[config.mk]
export PLATFORM = sky130hd
export DESIGN_NAME = blockade_input_ctrl
export DESIGN_NICKNAME = d
export VERILOG_FILES = /design/src/rtl/blockade_pkg.sv /design/src/rtl/input_debounce.sv /design/src/rtl/blockade_input_ctrl.sv
export SDC_FILE = /design/constraint.sdc
export NUM_CORES = 1
export LEC_CHECK = 0
export CAP_MARGIN = 25
export CORE_UTILIZATION = 38
export CTS_CLUSTER_DIAMETER = 100
export DETAILED_ROUTE_END_ITERATION = 8
export PLACE_DENSITY = 0.57
export SETUP_SLACK_MARGIN = 0.3
export SYNTH_ARGS = -nofsm -noshare
export SYNTH_HDL_FRONTEND = slang
export SYNTH_SLANG_ARGS = --single-unit
[constraint.sdc]
create_clock -name clk_sys -period 1.5 [get_ports clk_sys]
set_input_delay 0.3 -clock clk_sys [delete_from_list [all_inputs] [get_ports clk_sys]]
set_output_delay 0.3 -clock clk_sys [all_outputs]
set_load 0.01 [all_outputs]
[src/rtl/blockade_pkg.sv]
// Shared constants, state types and byte-building helpers for the Blockade input front end.
package blockade_pkg;

    localparam logic [1:0] GAME_BLOCKADE = 2'd0;
    localparam logic [1:0] GAME_COMOTION = 2'd1;
    localparam logic [1:0] GAME_HUSTLE   = 2'd2;
    localparam logic [1:0] GAME_BLASTO   = 2'd3;

    typedef enum logic [1:0] {COIN_IDLE, COIN_PULSE, COIN_WAIT_REL} coin_state_t;
    typedef enum logic       {SET_RUN, SET_SETTLE} settle_state_t;

    // DIP field base indices
    localparam int DIP_LIVES = 0;
    localparam int DIP_TIME  = 2;
    localparam int DIP_DEMO  = 3;
    localparam int DIP_COIN  = 4;
    localparam int DIP_EXT   = 8;

    localparam int BTN_COIN   = 0;
    localparam int BTN_START1 = 1;
    localparam int BTN_START2 = 2;
    localparam int BTN_FIRE1  = 3;
    localparam int BTN_FIRE2  = 4;
    localparam int BTN_BOOM   = 5;

    typedef struct packed {
        logic up;
        logic down;
        logic left;
        logic right;
    } joy_t;

    function automatic logic [3:0] ldru(input joy_t j);
        return {j.left, j.down, j.right, j.up};
    endfunction

    function automatic logic [3:0] uldr(input joy_t j);
        return {j.up, j.left, j.down, j.right};
    endfunction

    // Frame counters saturate instead of wrapping.
    function automatic logic [3:0] sat_inc(input logic [3:0] v);
        return (v == 4'hF) ? v : v + 4'd1;
    endfunction

endpackage

[src/rtl/input_debounce.sv]
// Per-bit debouncer: input register, then a bit flips after DEBOUNCE_CYCLES consecutive disagreements.
module input_debounce #(
    parameter int WIDTH           = 6,
    parameter int DEBOUNCE_CYCLES = 4
) (
    input  logic             clk_sys,
    input  logic             reset_n,
    input  logic [WIDTH-1:0] raw,
    output logic [WIDTH-1:0] deb
);
    localparam int CW = $clog2(DEBOUNCE_CYCLES + 1);

    logic [WIDTH-1:0] raw_q;

    always_ff @(posedge clk_sys) begin
        if (!reset_n) raw_q <= '0;
        else          raw_q <= raw;
    end

    for (genvar i = 0; i < WIDTH; i++) begin : g_bit
        logic [CW-1:0] cnt;
        logic          deb_r;

        always_ff @(posedge clk_sys) begin
            if (!reset_n) begin
                cnt   <= '0;
                deb_r <= 1'b0;
            end else if (raw_q[i] == deb_r) begin
                cnt <= '0;
            end else if (cnt == CW'(DEBOUNCE_CYCLES - 1)) begin
                cnt   <= '0;
                deb_r <= raw_q[i];
            end else begin
                cnt <= cnt + 1'b1;
            end
        end

        assign deb[i] = deb_r;
    end
endmodule

[src/rtl/blockade_input_ctrl.sv]
// Registered input front end: debounce, frame tick, coin pulse shaping, mode-change settle
// and per-mode assembly of the active-low IN_1/IN_2/IN_4 bytes.
module blockade_input_ctrl
    import blockade_pkg::*;
#(
    parameter int NUM_PLAYERS     = 4,
    parameter int DEBOUNCE_CYCLES = 4,
    parameter int COIN_FRAMES     = 3,
    parameter int SETTLE_FRAMES   = 2
) (
    input  logic                     clk_sys,
    input  logic                     reset_n,
    input  logic [4*NUM_PLAYERS-1:0] joy,
    input  logic [5:0]               btn,
    input  logic [15:0]              dips,
    input  logic [1:0]               game_mode,
    input  logic                     vblank,
    output logic [7:0]               in_1,
    output logic [7:0]               in_2,
    output logic [7:0]               in_4,
    output logic                     coin
);
    logic [4*NUM_PLAYERS-1:0] joy_deb;
    logic [5:0]               btn_deb;

    input_debounce #(.WIDTH(4*NUM_PLAYERS), .DEBOUNCE_CYCLES(DEBOUNCE_CYCLES)) u_joy_deb (
        .clk_sys (clk_sys),
        .reset_n (reset_n),
        .raw     (joy),
        .deb     (joy_deb)
    );

    input_debounce #(.WIDTH(6), .DEBOUNCE_CYCLES(DEBOUNCE_CYCLES)) u_btn_deb (
        .clk_sys (clk_sys),
        .reset_n (reset_n),
        .raw     (btn),
        .deb     (btn_deb)
    );

    logic vblank_q, tick;

    always_ff @(posedge clk_sys) begin
        if (!reset_n) begin
            vblank_q <= 1'b0;
            tick     <= 1'b0;
        end else begin
            vblank_q <= vblank;
            tick     <= vblank & ~vblank_q;
        end
    end

    settle_state_t settle_st;
    logic [3:0]    settle_cnt;
    logic [1:0]    mode_q;
    logic          mode_chg;

    assign mode_chg = (game_mode != mode_q);

    // A mode change beats a coincident tick: the settle count restarts from zero.
    always_ff @(posedge clk_sys) begin
        if (!reset_n) begin
            settle_st  <= SET_SETTLE;
            settle_cnt <= 4'd0;
            mode_q     <= game_mode;
        end else begin
            mode_q <= game_mode;
            if (mode_chg) begin
                settle_st  <= SET_SETTLE;
                settle_cnt <= 4'd0;
            end else if (settle_st == SET_SETTLE && tick) begin
                settle_cnt <= sat_inc(settle_cnt);
                if (sat_inc(settle_cnt) >= 4'(SETTLE_FRAMES)) settle_st <= SET_RUN;
            end
        end
    end

    coin_state_t coin_st;
    logic [3:0]  coin_cnt;
    logic        coin_prev, coin_deb, coin_forced;

    assign coin_deb    = btn_deb[BTN_COIN];
    assign coin_forced = mode_chg || (settle_st == SET_SETTLE);

    // While settling the FSM tracks the held state, so a coin held across the
    // end of settle can never look like a fresh press.
    always_ff @(posedge clk_sys) begin
        if (!reset_n) begin
            coin_st   <= COIN_IDLE;
            coin_cnt  <= 4'd0;
            coin_prev <= 1'b0;
        end else begin
            coin_prev <= coin_deb;
            if (coin_forced) begin
                coin_st <= coin_deb ? COIN_WAIT_REL : COIN_IDLE;
            end else begin
                case (coin_st)
                    COIN_IDLE: if (coin_deb && !coin_prev) begin
                        coin_st  <= COIN_PULSE;
                        coin_cnt <= 4'd0;
                    end
                    COIN_PULSE: if (tick) begin
                        coin_cnt <= sat_inc(coin_cnt);
                        if (sat_inc(coin_cnt) >= 4'(COIN_FRAMES)) coin_st <= COIN_WAIT_REL;
                    end
                    COIN_WAIT_REL: if (!coin_deb) coin_st <= COIN_IDLE;
                    default: coin_st <= COIN_IDLE;
                endcase
            end
        end
    end

    assign coin = (coin_st == COIN_PULSE);

    // Masking also covers the cycle the change is first seen, before settle_st flips.
    logic run;
    assign run = (settle_st == SET_RUN) && !mode_chg;

    logic start1, start2, fire1, fire2, boom;
    assign start1 = run & btn_deb[BTN_START1];
    assign start2 = run & btn_deb[BTN_START2];
    assign fire1  = run & btn_deb[BTN_FIRE1];
    assign fire2  = run & btn_deb[BTN_FIRE2];
    assign boom   = run & btn_deb[BTN_BOOM];

    joy_t [3:0] pj;
    for (genvar p = 0; p < 4; p++) begin : g_player
        localparam int SRC = (p < NUM_PLAYERS) ? p : p - 2;
        assign pj[p] = run ? joy_t'(joy_deb[4*SRC +: 4]) : joy_t'(4'b0000);
    end

    logic dips_unused;
    assign dips_unused = ^dips[7:4];

    logic [7:0] n1, n2, n4;

    always_comb begin
        n1 = 8'hFF;
        n2 = 8'hFF;
        n4 = 8'hFF;
        case (game_mode)
            GAME_BLOCKADE: begin
                n1 = ~{coin, dips[2:0], 1'b0, boom, 2'b00};
                n2 = ~{ldru(pj[0]), ldru(pj[1])};
            end
            GAME_COMOTION: begin
                n1 = ~{coin, 2'b00, start1 | start2, dips[0], boom, 2'b00};
                n2 = ~{ldru(pj[1]), ldru(pj[0])};
                n4 = ~{ldru(pj[3]), ldru(pj[2])};
            end
            GAME_HUSTLE: begin
                n1 = ~{coin, 2'b00, start2, start1, dips[2], dips[1:0]};
                n2 = ~{ldru(pj[0]), ldru(pj[1])};
                n4 = dips[DIP_EXT +: 8];
            end
            default: begin
                n1 = ~{coin, 3'b000, dips[3], dips[2], dips[1:0]};
                n2 = ~{fire1, start2, start1, 4'b0000, fire2};
                n4 = ~{uldr(pj[0]), uldr(pj[1])};
            end
        endcase
    end

    always_ff @(posedge clk_sys) begin
        if (!reset_n) begin
            in_1 <= 8'hFF;
            in_2 <= 8'hFF;
            in_4 <= 8'hFF;
        end else begin
            in_1 <= n1;
            in_2 <= n2;
            in_4 <= n4;
        end
    end
endmodule

# [Word level (Yosys, flattened, before mapping)]
# Cells that the tools add are included.
[word_totals] register_bits=150 inputBits=43 out_inout_bits=25 word_cells=259
[op_classes] addsub=24 magnitude_cmp=2 eq_ne=57 mux=19 n_bitwise=42 n_reduce_logical=58
[op_table] cell="NOT 8 bit" n=9
[op_table] cell="adder 3 x 1 -> 3 bit, second input constant" n=22
[op_table] cell="equality test 3 x 2 -> 1 bit, second input constant" n=22
[op_table] cell="OR reduction 3 bit" n=22
[op_table] cell="one-hot mux 8 bit (3 select lines)" n=2
[op_table] cell="AND reduction 2 bit" n=23
[op_table] cell="2-to-1 mux 4 bit" n=8
[op_table] cell="NOT 1 bit" n=26
[op_table] cell="equality test 1 bit" n=22
[op_table] cell="one-hot mux 8 bit (2 select lines)" n=1
[op_table] cell="2-to-1 mux 2 bit" n=6
[op_table] cell="adder 4 x 1 -> 4 bit, second input constant" n=2
[op_table] cell="equality test 4 bit, second input constant" n=2
[op_table] cell=">= comparator 4 x 2 -> 1 bit, second input constant" n=2
[op_table] cell="one-hot mux 4 bit (2 select lines)" n=1
[op_table] cell="AND reduction 4 bit" n=2
[op_table] cell="bitwise AND 1 bit" n=6
[op_table] cell="!= test 3 x 1 -> 1 bit, second input constant" n=2
[op_table] cell="!= test 3 bit, second input constant" n=2
[op_table] cell="one-hot mux 2 bit (3 select lines)" n=1
[op_table] cell="equality test 2 x 1 -> 1 bit, second input constant" n=2
[op_table] cell="equality test 2 bit, second input constant" n=2
[op_table] cell="zero test 2 bit" n=2
[op_table] cell="OR reduction 2 bit" n=2
[op_table] cell="other kinds (8)" n=11

# [Logic depth before layout (Yosys ltp)]
[logic_depth] ltp_word=7 depth_mapped=7 mapped_depth_nobuf=7

# [Modules after synthesis]
# Synthesis repeated with hierarchy kept, for this count alone.
[unflattened] cells_unflattened=565 hier_area_um2=6184.7
[modules_own_cells] module="input_debounce (u_joy_deb)" n_inst=1 cells_each=264 area_per_inst_um2=3199.3 seq_area_each_um2=1601.5
[modules_own_cells] module="blockade_input_ctrl" n_inst=1 cells_each=202 area_per_inst_um2=1785.5 seq_area_each_um2=800.8
[modules_own_cells] module="input_debounce (u_btn_deb)" n_inst=1 cells_each=99 area_per_inst_um2=1199.9 seq_area_each_um2=600.6

# [Worst setup path after synthesis]
# No wires, ideal clock.
[synth_path] path_type="in2reg" start="in game_mode[0]" end="reg in_2[5]" setup_ns=0.124 arrival_ns=1.418 t_required_ns=1.376 setup_slack_ns=-0.042 cell_stages=6 path_buffers=0 cell_sequence="inv_1 ha_1 or2_2 and2_1 a222oi_1 nand2_1"
[synth_between] elab_chain_cells=6 word_cells_on_any_way=14 classes_between="eq/ne (3); mux (3); bitwise (4); reduce/logical (4)"
[synth_rtl] element="start, declared" line="blockade_input_ctrl.sv:16" text="input logic [1:0] game_mode,"
[synth_rtl] element="!= test 2 bit" line="blockade_input_ctrl.sv:57" text="assign mode_chg = (game_mode != mode_q);"
[synth_rtl] element="zero test 1 bit" line="blockade_input_ctrl.sv:116" text="assign run = (settle_st == SET_RUN) && !mode_chg;"
[synth_rtl] element="logical AND 1 bit" line="blockade_input_ctrl.sv:116"
[synth_rtl] element="bitwise AND 1 bit or 2-to-1 mux 4 bit (tied branches)" line="blockade_input_ctrl.sv:119, blockade_input_ctrl.sv:128"
[synth_rtl] element="NOT 8 bit (on tied branches)"
[synth_rtl] element="one-hot mux 8 bit (2 select lines) (*)" line="blockade_input_ctrl.sv:140" text="case (game_mode)"
[synth_rtl] element="end signal, assigned" line="blockade_input_ctrl.sv:170" text="in_2 <= n2;"
[synth_rtl] element="end, declared" line="blockade_input_ctrl.sv:19" text="output logic [7:0] in_2,"
# Every way passes the cells marked *; elsewhere a longest branch is shown, timed or not.
# A chain may end at the register's enable or synchronous reset.

# [Worst setup path in the final report]
[layout_path] start="reg mode_q[0]" end="reg in_2[0]"
[layout_between] elab_chain_cells=6 word_cells_on_any_way=10 classes_between="eq/ne (1); mux (3); bitwise (4); reduce/logical (2)"
[layout_rtl] element="start, declared" line="blockade_input_ctrl.sv:54" text="logic [1:0] mode_q;"
[layout_rtl] element="start signal, assigned" line="blockade_input_ctrl.sv:64" text="mode_q <= game_mode;"
[layout_rtl] element="start signal, assigned" line="blockade_input_ctrl.sv:66" text="mode_q <= game_mode;"
[layout_rtl] element="!= test 2 bit (*)" line="blockade_input_ctrl.sv:57"
[layout_rtl] element="zero test 1 bit (*)" line="blockade_input_ctrl.sv:116"
[layout_rtl] element="logical AND 1 bit (*)" line="blockade_input_ctrl.sv:116"
[layout_rtl] element="bitwise AND 1 bit or 2-to-1 mux 4 bit (tied branches)" line="blockade_input_ctrl.sv:122, blockade_input_ctrl.sv:128"
[layout_rtl] element="NOT 8 bit (on tied branches)"
[layout_rtl] element="one-hot mux 8 bit (2 select lines) (*)" line="blockade_input_ctrl.sv:140"
# Marked as above.

==> results.toml <==
[status]
status = "complete, but fails checks"
failed_checks = "DRC, setup timing"

[clocking]
cts_root_buf = "clkbuf_16"
clkSinkCount = 150
cts_tree = "done"
numCtsBuffers = 17
cts-hold-fix-buffers = 0
h-tree-depth = 4
cts_buffer_depth = 2
clkLatencyLatePin_ns = 0.42
cts.clk_slew.worst_paths_ns = 0.06

[logic_synthesis]
synth_area_leaders = "dfxtp_1 (52%), ha_1 (11%), nor2_1 (6.5%)"
synth_mux_area_frac = 0.0402
ys_ff_latch = 150
synthTopCellsByCount = "dfxtp_1 (150), nor2_1 (99), inv_1 (51)"
synth_top_family_by_area = "simple AND/OR/NAND/NOR gates"
avgSynthCellArea_um2 = 9.96
synth_edf_count = 0
synth-xor-area-share = 0.0382
seq_area_frac_synth = 0.524
yosysMostFrequentCell = "dfxtp_1"
synth_area_um2 = 5730
synth_compound_area_frac = 0.0852
ys_warn_count = 0
synth_top_area_frac = 0.524
synth_cell_types = 48
async_reset_ff_frac = 0
syn_inst = 575
synth_ff_type = "dfxtp_1"
yosys.area.top_type = "dfxtp_1"
synth-simple-area-share = 0.159
yosys.area_share.adder = 0.109
synthesis.nets = 668

[routing]
drt_pass1_iterations = 7
ant_nets = 0
routed_wl_um = 13100
via_per_inst = 4.79
num_vias = 4375
wl_per_cell_um = 14.4
drc = 12
drt_iter0_drc = 210

[sta]
worst_clock_skew_ns = 0.00533
hold_viol_final = 0
maxSlewViolCount = 0
tightest_slew_ns = 0.265
slew_headroom = 0.823
layout_setup_ws_ns = -0.0130
period_share = 1.01
hold_slack_ns = 0.0931
setup_viol = 1
rsz0062_at_grt = "true"
period_minus_slack_ns = 1.51
fmax_ghz = 0.661

[cells_and_area]
post-route-cell-area_um2 = 8660
drive_gt1_frac = 0.459
antenna_cells = 0
fillCellCount = 1196
nNetsFinal = 810
final_cells = 914
area_growth_syn_to_layout_pct = 51.1

[min_path]
hp-class = "input pin to register"

[floorplan]
fp.coreArea_um2 = 14600
die_width_um = 125
fp.dieH_um = 125
die-area_um2 = 15600
initial_core_util = 0.391
rows = 44
pin_count = 68

[global_routing]
grt_overflow = 0
grt_pass1_wl_um = 20700
grt_max_degree = 21
antenna_found_initial = 0
first_global_vias = 4429
grt_usage = 0.172

[worst_setup_path]
arrival_ns = 1.81
path_class = "register to register"
crit_chain = "xor2_1, nor3_2, buf_4, buf_6, buf_12, nand2_2, a221o_1"
startpoint_type = "register"
critPathRequiredTime_ns = 1.80
critPathMaxStageDelay_ns = 0.35
worstSetupEndpointType = "register"
path_max_fanout = 4
slowest_stage = "a221o_1"

[placement]
io_buffer_count = 63
place_ws_ns = -0.621
dpl_cell_area_um2 = 7000
place_inst = 840
place.gp.congestion = 0.820
dp_hpwl_um = 8630

[power]
p_leak_nw = 3.17
ir_worst_vdd_mv = 0.817
power_w = 0.00899
p_per_area_nw_per_um2 = 1040

[job]
cap_violations = 0
-- where the power goes --
group / switching (W) / internal, W / total [W]
sequential: 0.0000802 / 0.00410 / 0.00418
combinational: 0.000295 / 0.000353 / 0.000649
clock: 0.00163 / 0.00253 / 0.00416
-- layout make-up --
type	count	area, um2	share of cell area
tap	184	230	0.0266
sequential	150	3080	0.356
multi-input combinational	360	3410	0.394
inverter	53	203	0.0234
timing repair buffer	135	1140	0.132
clock buffer	20	457	0.0528
clock inverter	12	128	0.0147
-- flip-flops by register name (all words and copies together), names as in the netlist, 2 cells and up --
| signal | flops |
|---|---|
| u_joy_deb.g_bit.cnt | 48 |
| u_btn_deb.raw_q | 6 |
| u_joy_deb.g_bit.deb_r | 16 |
| in_1 | 8 |
| settle_cnt | 4 |
| in_4 | 8 |
| u_btn_deb.g_bit.cnt | 18 |
| u_joy_deb.raw_q | 16 |
| coin_st | 2 |
| coin_cnt | 4 |
| u_btn_deb.g_bit.deb_r | 6 |
| in_2 | 8 |
| mode_q | 2 |
-- through the flow --
step | setup TNS, ns | utilization
5_1_grt | -0.492 | 0.591
3_5_place_dp | -36.95 | 0.478
6_report | -0.0130 | 0.591
2_1_floorplan | 0 | -
3_3_place_gp | -34.64 | 0.478
4_1_cts | 0 | 0.546
-- routing by layer --
layer  global-route usage  vias up  share of wire  wire length (um)
met5                    0        -              0                 0
met4               0.0588        0          0.010               133
met3               0.0614       11          0.046               602
met2                0.291       83           0.51              6650
met1                0.201     2077           0.44              5750
li1                     -     2204              -                 -
-- critical path: cells and delay by family (launching register included) --
| kind | cells | cell delay, ns |
|---|---|---|
| buffers and inverters | 3 | 0.37 |
| DFF | 1 | 0.30 |
| xor gates and xnor gates | 1 | 0.15 |
| and+or+nand+nor | 2 | 0.22 |
| AOI/OAI and AO/OA | 1 | 0.35 |
-- path summary, 6_finish.rpt --
check                                   from         to  cells after the start  slack [ns]
worst max-delay path               mode_q[0]    in_2[0]                      7       -0.01
worst min register to register      vblank_q       tick                      1        0.39
worst max register to register     mode_q[0]    in_2[0]                      7       -0.01
worst min-delay path            game_mode[0]  mode_q[0]                      1        0.09
-- cell families (layout without fill, tap and decap cells) --
family | count (synthesis) | in the layout
adders and majority gates | 50 | 50
xor gates and xnor gates | 25 | 25
muxes | 23 | 23
buffers and inverters | 65 | 220
AOI/OAI and AO/OA | 70 | 70
DFF | 150 | 150
and+or+nand+nor | 192 | 192
-- cell usage in the layout, fill, tap and decap left out, types with 8 or more instances in the layout --
cell / instances
dfxtp_1: 102
buf_4: 64
nor2_1: 56
inv_1: 49
dfxtp_2: 40
ha_4: 37
clkdlybuf4s50_1: 35
nor2_2: 30
and2_1: 26
mux2i_1: 23
xnor2_1: 22
or3_4: 22
buf_6: 18
clkbuf_16: 17
nand2_1: 15
nor2_4: 14
ha_2: 13
buf_2: 13
a21oi_2: 11
a21oi_1: 9
a22o_1: 8
a22oi_1: 8
dfxtp_4: 8
-- what timing repair did --
action,4_1_cts,5_1_grt
gates cloned,1,0
gates resized for setup,190,137
pin swaps,66,52
setup endpoints to repair,125,105
buffers inserted,26,15
(Power assumes the default switching activity.)
